==> config.mk <==
export PLATFORM = sky130hd
export DESIGN_NAME = pipeline_hazard_ctrl
export DESIGN_NICKNAME = d
export VERILOG_FILES = /design/src/rtl/pipeline_hazard_ctrl.sv
export SDC_FILE = /design/constraint.sdc
export NUM_CORES = 1
export LEC_CHECK = 0
export BUFFER_PORTS_ARGS = -buffer_cell sky130_fd_sc_hd__buf_2
export CAP_MARGIN = 20
export CELL_PAD_IN_SITES_DETAIL_PLACEMENT = 0
export CELL_PAD_IN_SITES_GLOBAL_PLACEMENT = 1
export CORE_AREA = 2 2 55 69
export DETAILED_ROUTE_END_ITERATION = 7
export DIE_AREA = 0 0 57 71
export GPL_TIMING_DRIVEN = 1
export PLACE_DENSITY_LB_ADDON = 0.15
export SLEW_MARGIN = 10
export SYNTH_ARGS = -nofsm -noshare
export SYNTH_HDL_FRONTEND = slang
export SYNTH_SLANG_ARGS = --single-unit
==> constraint.sdc <==
create_clock -name clk -period 1.65 [get_ports clk]
set_input_delay 0.495 -clock clk [delete_from_list [all_inputs] [get_ports clk]]
set_output_delay 0.495 -clock clk [all_outputs]
set_load 0.005 [all_outputs]
==> src/rtl/pipeline_hazard_ctrl.sv <==
// Hazard controller for the 5-stage pipeline: load-use stalls, branch/jump flushes and MDU waits.
// Optional performance counters are built only when HAZARD_PERF_CNT_EN is defined.
module pipeline_hazard_ctrl #(
  parameter int REG_W       = 5,
  parameter int MDU_TIMEOUT = 64,
  parameter int CNT_W       = 16
) (
  input  logic             clk,
  input  logic             reset,
  input  logic [REG_W-1:0] id_rs,
  input  logic [REG_W-1:0] id_rt,
  input  logic             id_uses_rt,
  input  logic             ex_mem_read,
  input  logic [REG_W-1:0] ex_rt,
  input  logic             branch_taken,
  input  logic             jump,
  input  logic             mdu_start,
  input  logic             mdu_done,
  output logic             pc_enable,
  output logic             if_id_enable,
  output logic             id_ex_enable,
  output logic             if_id_flush,
  output logic             id_ex_flush,
  output logic [1:0]       state_o,
  output logic             mdu_timeout,
  output logic [CNT_W-1:0] stall_cnt,
  output logic [CNT_W-1:0] flush_cnt
);

  typedef enum logic [1:0] {
    RUN        = 2'd0,
    LOAD_STALL = 2'd1,
    MDU_WAIT   = 2'd2,
    FLUSH      = 2'd3
  } state_t;

  localparam int WAIT_W = $clog2(MDU_TIMEOUT);
  localparam logic [WAIT_W-1:0] WAIT_LAST = WAIT_W'(MDU_TIMEOUT - 1);

  state_t            state, next_state;
  logic [WAIT_W-1:0] wait_cnt;
  logic              load_use;
  logic              redirect;
  logic              wait_last;

  // Register 0 is hard-wired zero, so a load "into" it never creates a dependency.
  assign load_use  = ex_mem_read && (ex_rt != '0) &&
                     ((ex_rt == id_rs) || (id_uses_rt && (ex_rt == id_rt)));
  assign redirect  = branch_taken || jump;
  assign wait_last = (wait_cnt == WAIT_LAST);
  assign state_o   = state;

  always_ff @(posedge clk or negedge reset) begin
    if (!reset) begin
      state       <= RUN;
      wait_cnt    <= '0;
      mdu_timeout <= 1'b0;
    end else begin
      state       <= next_state;
      wait_cnt    <= (state == MDU_WAIT) ? wait_cnt + WAIT_W'(1) : '0;
      // A done on the final cycle is a normal completion, not a timeout.
      if (state == MDU_WAIT && !mdu_done && wait_last)
        mdu_timeout <= 1'b1;
    end
  end

  always_comb begin
    next_state = state;
    case (state)
      RUN: begin
        if (redirect)       next_state = FLUSH;
        else if (load_use)  next_state = LOAD_STALL;
        else if (mdu_start) next_state = MDU_WAIT;
      end
      LOAD_STALL: next_state = redirect ? FLUSH : RUN;
      FLUSH:      next_state = redirect ? FLUSH : RUN;
      MDU_WAIT: begin
        // Pipeline is frozen here, so branch/jump are deliberately ignored.
        if (mdu_done || wait_last) next_state = RUN;
      end
      default:    next_state = RUN;
    endcase
  end

  always_comb begin
    pc_enable    = 1'b1;
    if_id_enable = 1'b1;
    id_ex_enable = 1'b1;
    if_id_flush  = 1'b0;
    id_ex_flush  = 1'b0;
    case (state)
      LOAD_STALL: begin
        pc_enable    = 1'b0;
        if_id_enable = 1'b0;
        id_ex_flush  = 1'b1;
      end
      MDU_WAIT: begin
        pc_enable    = 1'b0;
        if_id_enable = 1'b0;
        id_ex_enable = 1'b0;
      end
      FLUSH: begin
        if_id_flush  = 1'b1;
        id_ex_flush  = 1'b1;
      end
      default: ;
    endcase
  end

`ifdef HAZARD_PERF_CNT_EN
  function automatic logic [CNT_W-1:0] sat_inc(input logic [CNT_W-1:0] v);
    return (&v) ? v : v + CNT_W'(1);
  endfunction

  // flush_cnt counts every cycle whose next state is FLUSH: entries plus holds.
  always_ff @(posedge clk or negedge reset) begin
    if (!reset) begin
      stall_cnt <= '0;
      flush_cnt <= '0;
    end else begin
      if (state == LOAD_STALL || state == MDU_WAIT)
        stall_cnt <= sat_inc(stall_cnt);
      if (next_state == FLUSH)
        flush_cnt <= sat_inc(flush_cnt);
    end
  end
`else
  assign stall_cnt = '0;
  assign flush_cnt = '0;
`endif

endmodule
Word level (Yosys, flattened, before mapping). Index checks and enable logic that the tools add are counted.

Order comparisons: 0. $mul: 0. Divide/modulo/power cells: 0. Bitwise gates (word level): 0. Reduce and logical (&&, ||, !) cells: 14. Shifts and indexed selects: 0. Equal/unequal tests: 8. Add/sub/neg operators: 1. Multiplexer cells: 11.

Operators with widths (number): equality test 5 bit (2); two-way mux 2 bit (5); adder 6 x 1 -> 6 bit, second input constant (1); equality test 6 bit, second input constant (1); two-way mux 6 bit (1); one-hot mux 2 bit (3 select lines) (1); logical AND 1 bit (5); nonzero test 5 bit (1); equality test 2 bit, second input constant (2); two-way mux 1 bit (4); inequality test 4 bit, second input constant (1); OR reduction 2 bit (2); logical OR 1 bit (3); equality test 2 x 1 -> 1 bit, second input constant (1); zero test 2 bit (1); inequality test 2 x 1 -> 1 bit, second input constant (1); AND reduction 2 bit (1); zero test 1 bit (1).

Register bits: 9. Memories kept: 0. ROM bits: 0. Bits in writable memories: 0. Bits in latches: 0.

Depth between registers and ports, before layout. Gate-level depths: netlist of the first run.

Depth after elaboration: 7. Depth in mapped cells: 7. Gate-level depth less buffers: 7.

Least setup slack after synthesis of the first run. OpenSTA, ideal clock, no wires.

Path kind: input to register. Start: input ex_rt[3]. End: register state[1], in the netlist state_o[1]. Required time: 1576 ps. Buffers on the path: 0. Path slack: -25 ps. Data arrival time: 1600 ps. Stages: 4. Path through: or4_1 -> o21a_1 -> a311o_2 -> o21ai_2.

Cells in the longest elaborated chain, start to end: 7. Elaborated cells on any way between the ends: 12. Those cells by class: eq/ne: 3; mux: 3; reduce/logical: 6.

Ends and longest elaborated chain: start: declaration (line 14) `input logic [REG_W-1:0] ex_rt,`; equality test 5 bit (line 48) `((ex_rt == id_rs) || (id_uses_rt && (ex_rt == id_rt)));`; logical AND 1 bit (line 48); logical OR 1 bit (line 48); logical AND 1 bit * (line 47) `assign load_use = ex_mem_read && (ex_rt != '0) &&`; two-way mux 2 bit (line 72) `else if (load_use) next_state = LOAD_STALL;`; two-way mux 2 bit (line 71) `if (redirect) next_state = FLUSH;`; one-hot mux 2 bit (3 select lines) (line 69) `case (state)`; end signal: assignment (line 59) `state <= next_state;`; end: declaration (line 40) `state_t state, next_state;`.

Every way passes the cells marked *; elsewhere a longest branch is shown, timed or not. A chain may end at the register's enable or synchronous reset.

Final worst setup path of the first run.
Start: register state[0], in the netlist state_o[0]. End: output id_ex_flush.

Cells in the longest elaborated chain, start to end: 3. Elaborated cells on any way between the ends: 4. Those cells by class: eq/ne: 2; mux: 1; reduce/logical: 1.

Ends and longest elaborated chain: equality test 2 bit or equality test 2 x 1 -> 1 bit (tied branches) (line 91) `case (state)`; OR reduction 2 bit (no line) *; two-way mux 1 bit * (line 91); end: declaration (line 23) `output logic id_ex_flush,`.

Marked as above.

==> reports/results.txt, run 1 <==
Worst-path maximum fanout - 4
Leak - 0.602 nW
Nets@finish - 176
Syn avg cell area - 8.90 µm²
GP Congestion - 0.750
Hold_ws - 0.103 ns
Largest net degree at the start of global routing - 10
First-pass GRT wire length - 2.68 mm
Worst Path Required - 1.15 ns
Ant. Diodes - 0
Startpoint types - flop
Clock Sinks - 9
Worst skew pair latency - 0.24 ns
Post-synth cell types - 25
1st-iter DRT viols - 14
PwrDens - 1170 nW/µm²
Setup-failing EPs final - 1
Synth Warn # - 0
Cell Rows - 24
CORE AREA - 3420 µm²
HP Class - primary input to async pin
Final-report hold violation count - 0
Clock Pin Slew Worst Setup and Hold Paths - 0.05 ns
Post-synth top area cell - buf_4
Vias in the first global route - 637
Unrepaired setup endpoints after global routing - true
Grt ovf - 0
Initial antenna violation count - 0
Status - finished with violations
Die height - 71 µm
CTS root buf - clkbuf_8
Crit-path cells - buf_6 -> ha_4 -> nor2_4 -> inv_2 -> buf_6
Final clock period utilization by the worst path - 1.01
Worst path top cell family by delay - flip-flops
Max Slew Vio Count - 0
R2r setup slk - 0.07 ns
CP Capture Type - output port
Layout Cells excl Fill - 185
Area Overhead vs Synth - 31.2%
I/O pin count - 63
Cells after Synth - 103
Setup TNS - -0.0229 ns
Number of enable flip-flop cells after synthesis - 0
Ys async rst share - 1.00
CTS Buf Count - 3
Commonest non-fill, non-tap cell in the layout - conb_1
Crit path buf inv count - 3
Worst clock skew - 0.00257 ns
Cell Area, Synth - 917 µm²
Vias - 719
Largest cells by area after synthesis - buf_4 (27%), dfrtp_1 (25%), xnor2_1 (11%), ha_1 (8.2%), nor2_1 (2.9%)
CTS tree - built
Pre-antenna DRT Iters - 4
Most frequent CP cell - buf_6
Max Buffers Root-to-Sink - 2
Critical Path Slowest Stage Cell - dfrtp_1
Placed insts - 177
DRC - 0
Final worst setup slack - -0.0229 ns
Share of layout cells above drive strength 1 - 0.432
DP HPWL - 1.41 mm
Die area - 4050 µm²
Fmax achieved - 598 MHz
Main flop type after synthesis - dfrtp_1
Failing checks - negative setup slack
Max VDD drop - 733 µV
Global Route Usage Sum - 0.0812
Most frequent cells in the layout - conb_1 (32), buf_2 (27), xnor2_1 (11)
H-Tree Depth - 1
Setup CP Type - flop to output port
Synth Register Bits - 9
Synth top area share - 0.270
Post-synthesis sequential area ratio - 0.246
Drt wl/cell - 9.44 µm
Arrival time at the worst endpoint - 1.18 ns
Post-Route WL - 1.75 mm
Die Span X - 57 µm
DRT antenna net count - 0
CP peak stage delay - 0.39 ns
Number of max-cap violations - 0
Port buffer count - 30
Final Critical Period - 1.67 ns
Vias per Instance - 3.89
Starting Density - 0.268
[worst register-to-register path: stages, from the launching register on]
cell	delay, ns
dfrtp_2	0.46
inv_4	0.11
ha_4	0.15
nor2_4	0.04
buf_4	0.12
o21bai_2	0.15
nand2b_4	0.07
a311o_2	0.36
o21ai_2	0.06
[power by group]
group          internal (W)  switching [W]
Combinational      0.000455       0.000370
Clock              0.000169      0.0000911
Sequential         0.000270      0.0000546
Total              0.000894       0.000515
[final timing paths]
path | start | end | cells past startpoint
max reg2reg | state_o[1] | state_o[1] | 8
min in group clk | wait_cnt[0] | wait_cnt[0] | 1
min reg2reg | wait_cnt[0] | wait_cnt[0] | 1
min | reset | wait_cnt[4] | 1
max in group asynchronous | reset | state_o[1] | 1
max | state_o[0] | id_ex_flush | 5
[cells by family (layout without fill, tap and decap cells)]
kind of cell,count (synthesis),count (layout),synth area share
buffers and inverters,38,50,0.291
flip-flops,9,9,0.246
adder cells (fa/ha/maj),6,6,0.0819
AND/OR/NAND/NOR,23,23,0.141
other,1,32,0.00409
XOR/XNOR,14,14,0.134
AO/OA/AOI/OAI,12,12,0.104
[routing by layer]
metal | up-vias | global-route usage | wire [µm]
li1 | 357 | - | -
met1 | 324 | 0.107 | 728
met2 | 36 | 0.133 | 853
met3 | 2 | 0.0128 | 142
met4 | 0 | 0.0310 | 22
met5 | - | 0 | 0
[through the flow]
step                      worst slack [ns]  instance area [µm²]  utilization  total power [W]
final                              -0.0229                 1200        0.352          0.00141
after CTS                          -0.0341                 1120        0.328          0.00122
after global placement              -0.169                 1040        0.303         0.000861
after global routing               -0.0756                 1200        0.352          0.00154
after floorplan                    -0.0246                 1030            -         0.000711
after detailed placement            -0.222                 1040        0.303         0.000862
[timing repair]
| action | 4_1_cts | 5_1_grt |
|---|---|---|
| resized for setup | 9 | 14 |
| hold buffers | 0 | 0 |
| endpoints found under the hold margin | 0 | 0 |
| pin swaps | 1 | 7 |
| buffers inserted | 2 | 2 |
| setup endpoints to repair | 4 | 5 |
[cells in the mapped netlist (2+ instances only)]
library cell	count
nand2b_1	3
nor2_1	7
xnor2_1	11
ha_1	6
and2_1	3
nand3_1	3
nand2_1	2
o21bai_1	3
buf_4	33
dfrtp_1	9
inv_1	5
nand4_1	2
o21ai_0	2
xor2_1	3
[flip-flops by register name, indices dropped and copies added (netlist names)]
register / flops
state_o: 2
wait_cnt: 6
mdu_timeout: 1
[layout make-up]
cell class / count / area [µm²]
Fill cell: 374 / 2220
Multi-Input combinational cell: 87 / 607
Inverter: 5 / 21.3
Tap cell: 39 / 48.8
Clock buffer: 4 / 45.0
Timing Repair Buffer: 41 / 255
Sequential cell: 9 / 226
Power figures use the tool's default switching activity.
==> run 2, diff against run 1 <==
--- a/config.mk
+++ b/config.mk
@@ -5,13 +5,14 @@
 export SDC_FILE = /design/constraint.sdc
 export NUM_CORES = 1
 export LEC_CHECK = 0
-export BUFFER_PORTS_ARGS = -buffer_cell sky130_fd_sc_hd__buf_2
 export CAP_MARGIN = 20
 export CELL_PAD_IN_SITES_DETAIL_PLACEMENT = 0
 export CELL_PAD_IN_SITES_GLOBAL_PLACEMENT = 1
-export CORE_AREA = 2 2 55 69
+export CORE_AREA = 2 2 45 58
 export DETAILED_ROUTE_END_ITERATION = 7
-export DIE_AREA = 0 0 57 71
+export DIE_AREA = 0 0 47 60
+export DONT_BUFFER_PORTS = 1
+export GPL_ROUTABILITY_DRIVEN = 0
 export GPL_TIMING_DRIVEN = 1
 export PLACE_DENSITY_LB_ADDON = 0.15
 export SLEW_MARGIN = 10
==> run 2 against run 1 <==
The flow now finishes without violations. Critical path type unchanged. Final cell count decreased by 21%. Clock skew increased by 0.0017 ns. Via count decreased by 17%. Maximum frequency increased by 3.5%. Register-to-register slack improved by 0.02 ns.
==> reports/results.txt, run 2 (synthesis gave the netlist of run 1 again) <==
Status - finished clean (was finished with violations)
Final-report hold violation count - 0 (unchanged)
Unrepaired setup endpoints after global routing - true (unchanged)
Busiest grt layer - met2 (unchanged)
Area Overhead vs Synth - 12.7% (was 31.2%)
CTS tree - built (unchanged)
Clock network power share - 0.136 (was 0.184)
Setup TNS - 0 ns (was -0.0229 ns)
Crit-path cells - buf_6 -> ha_4 -> nor2_4 -> inv_2 (was buf_6 -> ha_4 -> nor2_4 -> inv_2 -> buf_6)
HP Class - flop to flop (was primary input to async pin)
Drt wl/cell - 9.67 µm (was 9.44 µm)
Fmax achieved - 619 MHz (was 598 MHz)
Post-Place Worst Slack - -0.0770 ns (was -0.222 ns)
Worst Hold End - wait_cnt[0]
Cell Rows - 20 (was 24)
Grt ovf - 0 (unchanged)
Pre-antenna DRT Iters - 1 (was 4)
Die height - 60 µm (was 71 µm)
Arrival time at the worst endpoint - 1.12 ns (was 1.18 ns)
Register share of total power - 0.253 (was 0.230)
CP peak stage delay - 0.43 ns (was 0.39 ns)
Setup-failing EPs final - 0 (was 1)
Die Span X - 47 µm (was 57 µm)
Switching share of power - 0.395 (was 0.366)
Fillcell total - 238 (was 374)
Critical Path Slowest Stage Cell - dfrtp_1 (unchanged)
Most frequent cells in the layout - conb_1 (32), xnor2_1 (11), dfrtp_1 (9) (was conb_1 (32), buf_2 (27), xnor2_1 (11))
Multi-input logic area - 643 µm² (was 607 µm²)
Final worst setup slack - 0.0343 ns (was -0.0229 ns)
Port buffer count - 0 (was 30)
Share of layout cells above drive strength 1 - 0.263 (was 0.432)
CORE AREA - 2300 µm² (was 3420 µm²)
Biggest register - wait_cnt (unchanged)
FF/Latch Area - 225 µm² (was 226 µm²)
Largest register FFs - 6 (unchanged)
Clock Sinks - 9 (unchanged)
Max Slew Vio Count - 0 (unchanged)
Starting Density - 0.398 (was 0.268)
Final clock period utilization by the worst path - 0.979 (was 1.01)
Nets@finish - 144 (was 176)
Logic pwr share - 0.611 (was 0.585)
Vias per Instance - 4.05 (was 3.89)
Worst r2r path cells - 8 (unchanged)
First-pass GRT wire length - 2.14 mm (was 2.68 mm)
CTS Buf Count - 3 (unchanged)
Commonest non-fill, non-tap cell in the layout - conb_1 (unchanged)
Met2 GRT Util - 0.151 (was 0.133)
Die area - 2820 µm² (was 4050 µm²)
CTS root buf - clkbuf_4 (was clkbuf_8)
Vias - 595 (was 719)
Startpoint types - flop (unchanged)
Layout Cells excl Fill - 147 (was 185)
Final Critical Period - 1.62 ns (was 1.67 ns)
Worst clock skew - 0.00425 ns (was 0.00257 ns)
Vias in the first global route - 526 (was 637)
Met1 Usage GRT - 0.144 (was 0.107)
Global Route Usage Sum - 0.102 (was 0.0812)
Number of max-cap violations - 0 (unchanged)
1st-iter DRT viols - 0 (was 14)
Leak - 0.467 nW (was 0.602 nW)
DRC - 0 (unchanged)
Post-Route WL - 1.42 mm (was 1.75 mm)
Clock Pin Slew Worst Setup and Hold Paths - 0.06 ns (was 0.05 ns)
Worst skew pair latency - 0.26 ns (was 0.24 ns)
Worst Hold Depth - 1
Max Buffers Root-to-Sink - 2 (unchanged)
DP HPWL - 1.16 mm (was 1.41 mm)
Hold_sp - wait_cnt[0]
Psw - 0.000485 W (was 0.000515 W)
R2r setup slk - 0.09 ns (was 0.07 ns)
Crit path buf inv count - 2 (was 3)
Final core utilization - 0.449 (was 0.352)
Critical R2R Launch - state_o[1] (unchanged)
DRT antenna net count - 0 (unchanged)
Max VDD drop - 800 µV (was 733 µV)
PwrDens - 1190 nW/µm² (was 1170 nW/µm²)
Worst path top cell family by delay - flip-flops (unchanged)
Initial antenna violation count - 0 (unchanged)
Internal - 0.000743 W (was 0.000894 W)
Worst r2r dst - state_o[1] (unchanged)
CP Capture Type - output port (unchanged)
Setup CP Type - flop to output port (unchanged)
I/O pin count - 63 (unchanged)
Hold_ws - 0.469 ns (was 0.103 ns)
Largest net degree at the start of global routing - 10 (unchanged)
Worst Path Required - 1.15 ns (about the same)
Worst-path maximum fanout - 4 (unchanged)
Ant. Diodes - 0 (unchanged)
H-Tree Depth - 1 (unchanged)
Placed insts - 139 (was 177)
Met3 GRT Util - 0.0151 (was 0.0128)
run 2: changes by cell type in the layout (fill, tap and decap cells not counted), sizes merged:
cell | before | now
buf | 41 | 8
clkbuf | 4 | 3
clkinv | 0 | 1
dlygate4sd3 | 0 | 1
run 2: power by group through the flow:
stage	combinational, W	sequential (W)	clock (W)
global route	0.000848	0.000320	0.000180
floorplan	0.000401	0.000310	0
global placement	0.000451	0.000307	0
detailed placement	0.000450	0.000305	0
CTS	0.000587	0.000306	0.000174
finish	0.000751	0.000311	0.000167
run 2: final cells by class:
type	instances	share of cell area
Multi-Input combinational cell	87	0.622
Sequential cell	9	0.218
Tap cell	33	0.0400
Clock inverter	1	0.00484
Inverter	5	0.0182
Clock buffer	3	0.0218
Timing Repair Buffer	9	0.0751
run 2: metrics by stage:
stage / cell area, µm² / total power [W]
after floorplan: 1030 / 0.000711
after global placement: 865 / 0.000758
after detailed placement: 865 / 0.000755
after CTS: 957 / 0.00107
after global routing: 1030 / 0.00135
final: 1030 / 0.00123
run 2: how the worst max path moves through the flow:
stage | slack, ns | to | start | cells past startpoint
after CTS | -0.006 | id_ex_flush | state_o[1] | 4
after floorplan | -0.02 | state_o[1] | ex_rt[3] | 4
after detailed placement | -0.08 | state_o[1] | ex_rt[3] | 4
after global placement | -0.06 | state_o[1] | ex_rt[3] | 4
after global routing | -0.03 | id_ex_flush | state_o[1] | 4
final | 0.03 | id_ex_flush | state_o[1] | 4
run 2: worst register-to-register path: cells and delay by family (launching register included):
kind,cells,cell delay [ns]
buf+inv,2,0.25
compound gates,3,0.57
flops,1,0.43
fa+ha+maj,1,0.15
simple gates,2,0.10
run 2: layer usage:
metal  part of all wire  wire [µm]  vias up
li1                   -          -      295
met1               0.41        588      269
met2               0.49        692       29
met3              0.093        132        2
met4             0.0056          8        0
met5                  0          0        -
run 2: repair_timing:
action / in CTS / in global routing
pin swaps: 1 / 1
endpoints found under the hold margin: 9 / 0
resized for setup: 7 / 15
endpoints found under the setup margin: 1 / 5
cloned: 0 / 0
setup buffers: 3 / 0
hold buffers: 1 / 0
==> run 3, diff against run 2 <==
--- a/config.mk
+++ b/config.mk
@@ -5,12 +5,13 @@
 export SDC_FILE = /design/constraint.sdc
 export NUM_CORES = 1
 export LEC_CHECK = 0
+export ABC_AREA = 1
 export CAP_MARGIN = 20
 export CELL_PAD_IN_SITES_DETAIL_PLACEMENT = 0
 export CELL_PAD_IN_SITES_GLOBAL_PLACEMENT = 1
-export CORE_AREA = 2 2 45 58
+export CORE_AREA = 2 2 48 61
 export DETAILED_ROUTE_END_ITERATION = 7
-export DIE_AREA = 0 0 47 60
+export DIE_AREA = 0 0 50 63
 export DONT_BUFFER_PORTS = 1
 export GPL_ROUTABILITY_DRIVEN = 0
 export GPL_TIMING_DRIVEN = 1
==> run 3 against run 2 <==
Clock power is 4% higher. Critical path type unchanged. Clock skew is 0.00081 ns lower. Combinational power is 15% lower. First-iteration DRC count is 18 higher. Register-to-register slack better by 0.08 ns.
==> reports/results.txt, run 3 <==
DRT antenna net count - 0 (unchanged)
Fillcell total - 286 (was 238)
Critical R2R Launch - state_o[0] (was state_o[1])
DRC - 0 (unchanged)
Final-report hold violation count - 0 (unchanged)
Worst clock skew - 0.00344 ns (was 0.00425 ns)
Setup-failing EPs final - 0 (unchanged)
Setup CP Type - flop to output port (unchanged)
Arrival time at the worst endpoint - 1.14 ns (was 1.12 ns)
Port buffer count - 0 (unchanged)
CTS root buf - clkbuf_4 (unchanged)
Drt wl/cell - 9.39 µm (was 9.67 µm)
Largest cells by area after synthesis - buf_4 (25%), dfrtp_1 (23%), nand2_1 (14%), inv_1 (8.0%), ha_1 (7.6%) (was buf_4 (27%), dfrtp_1 (25%), xnor2_1 (11%), ha_1 (8.2%), nor2_1 (2.9%))
Ys async rst share - 1.00 (unchanged)
Area Overhead vs Synth - 5.83% (was 12.7%)
Grt ovf - 0 (unchanged)
Die Span X - 50 µm (was 47 µm)
Clock Pin Slew Worst Setup and Hold Paths - 0.06 ns (about the same)
Most frequent cells in the layout - nand2_1 (36), conb_1 (32), inv_1 (17) (was conb_1 (32), xnor2_1 (11), dfrtp_1 (9))
Vias - 770 (was 595)
Max Slew Vio Count - 0 (unchanged)
Die area - 3150 µm² (was 2820 µm²)
Worst Hold Depth - 1 (unchanged)
Largest register FFs - 6 (unchanged)
Number of max-cap violations - 0 (unchanged)
Cell Rows - 21 (was 20)
Commonest non-fill, non-tap cell in the layout - nand2_1 (was conb_1)
Synth Register Bits - 9 (unchanged)
1st-iter DRT viols - 18 (was 0)
I/O pin count - 63 (unchanged)
Max Buffers Root-to-Sink - 2 (unchanged)
Post-synth cell types - 20 (was 25)
Synth Area in Compound Gates - 0.0520 (was 0.104)
Status - finished clean (unchanged)
Cell Area, Synth - 987 µm² (was 917 µm²)
PwrDens - 1120 nW/µm² (was 1190 nW/µm²)
CP Capture Type - output port (unchanged)
Synth Warn # - 0 (unchanged)
Post-Synth Adder-Cell Area - 0.0760 (was 0.0819)
Mux contribution to synthesized area - 0 (unchanged)
Post-synthesis sequential area ratio - 0.228 (was 0.246)
Unrepaired setup endpoints after global routing - true (unchanged)
Max VDD drop - 595 µV (was 800 µV)
Synth top area share - 0.251 (was 0.270)
Worst skew pair latency - 0.26 ns (about the same)
Number of enable flip-flop cells after synthesis - 0 (unchanged)
Worst-path maximum fanout - 5 (was 4)
Ant. Diodes - 0 (unchanged)
Syn avg cell area - 6.54 µm² (was 8.90 µm²)
Clock Sinks - 9 (unchanged)
HP Class - primary input to flop (was flop to flop)
Main flop type after synthesis - dfrtp_1 (unchanged)
Largest net degree at the start of global routing - 10 (unchanged)
Biggest register - wait_cnt (unchanged)
Worst Path Required - 1.15 ns (about the same)
Initial antenna violation count - 0 (unchanged)
Final Power - 0.00117 W (was 0.00123 W)
Cells after Synth - 151 (was 103)
Synth top cells by count - nand2_1 (36), buf_4 (33), inv_1 (21) (was buf_4 (33), xnor2_1 (11), dfrtp_1 (9))
R2r setup slk - 0.17 ns (was 0.09 ns)
Most common cell in the netlist - nand2_1 (was buf_4)
Nets@finish - 189 (was 144)
Post-Route WL - 1.81 mm (was 1.42 mm)
Global Route Usage Sum - 0.121 (was 0.102)
Worst r2r path cells - 10 (was 8)
Simple-Gate Fraction of Synth Area - 0.274 (was 0.141)
Post-synth top area cell - buf_4 (unchanged)
CTS Buf Count - 3 (unchanged)
Main combinational cell family by area after synthesis - buffers and inverters (unchanged)
CTS tree - built (unchanged)
Starting Density - 0.380 (was 0.398)
Vias per Instance - 3.99 (was 4.05)
First-pass GRT wire length - 2.89 mm (was 2.14 mm)
Fmax achieved - 610 MHz (was 619 MHz)
Pre-antenna DRT Iters - 4 (was 1)
Die height - 63 µm (was 60 µm)
Hold_sp - mdu_done (was wait_cnt[0])
Vias in the first global route - 709 (was 526)
Worst Hold End - mdu_timeout (was wait_cnt[0])
Worst r2r dst - state_o[1] (unchanged)
Hold_ws - 0.321 ns (was 0.469 ns)
FF/Latch Area - 228 µm² (was 225 µm²)
Startpoint types - flop (unchanged)
Multi-input logic area - 583 µm² (was 643 µm²)
CORE AREA - 2600 µm² (was 2300 µm²)
Share of layout cells above drive strength 1 - 0.195 (was 0.263)
Final clock period utilization by the worst path - 0.994 (was 0.979)
Synth Area in XOR/XNOR - 0.00887 (was 0.134)
H-Tree Depth - 1 (unchanged)
DP HPWL - 1.53 mm (was 1.16 mm)
Final Critical Period - 1.64 ns (was 1.62 ns)
Leak - 0.599 nW (was 0.467 nW)
[run 3: repair_timing]
action | CTS | global route
hold buffers | 1 | 0
resized for setup | 10 | 10
hold endpoints to repair | 9 | 0
setup endpoints to repair | 4 | 4
pin swaps | 1 | 1
setup buffers | 0 | 4
[run 3: report_power, final]
| group | internal [W] | switching, W | total, W |
|---|---|---|---|
| clock network | 0.0000934 | 0.0000801 | 0.000173 |
| logic | 0.000291 | 0.000350 | 0.000641 |
| registers | 0.000271 | 0.0000885 | 0.000359 |
[run 3: worst max-delay path by stage]
stage	from	endpoint	slack, ns	depth (start not counted)
after floorplan	state_o[0]	pc_enable	0.21	4
after global placement	state_o[0]	state_o[1]	0.16	8
after detailed placement	state_o[0]	if_id_enable	0.15	3
after CTS	state_o[0]	if_id_enable	-0.009	3
after global routing	state_o[0]	if_id_enable	-0.04	3
final	state_o[0]	if_id_enable	0.01	3
[run 3: final cells by class]
type,count,share of cell area
Tap cell,34,0.0407
Multi-Input combinational cell,112,0.558
Clock buffer,4,0.0251
Sequential cell,9,0.218
Inverter,28,0.113
Timing Repair Buffer,6,0.0455
[run 3: layer usage]
layer,vias up,part of all wire,global-route usage
met5,-,0,0
li1,404,-,-
met3,4,0.098,0.0311
met2,35,0.52,0.197
met1,327,0.36,0.141
met4,0,0.015,0.0625
[run 3: through the flow]
| step | instances | setup WS [ns] | util | instance area (µm²) | TNS, ns |
|---|---|---|---|---|---|
| after floorplan | 182 | 0.210 | - | 1100 | 0 |
| after global placement | 184 | 0.155 | 0.348 | 906 | 0 |
| after detailed placement | 184 | 0.154 | 0.348 | 906 | 0 |
| after CTS | 189 | -0.00874 | 0.375 | 975 | -0.0209 |
| after global routing | 193 | -0.0388 | 0.402 | 1040 | -0.115 |
| final | 193 | 0.0104 | 0.402 | 1040 | 0 |
[run 3: logic make-up after synthesis]
group,count (synthesis)
other,1
buffers and inverters,61
XOR/XNOR,1
AO/OA/AOI/OAI,9
AND/OR/NAND/NOR,64
adder cells (fa/ha/maj),6
flip-flops,9
[run 3: critical path, cell delays in order (launching register included)]
cell and delay, ns:
dfrtp_2 0.49, inv_4 0.08, ha_4 0.28, inv_4 0.04
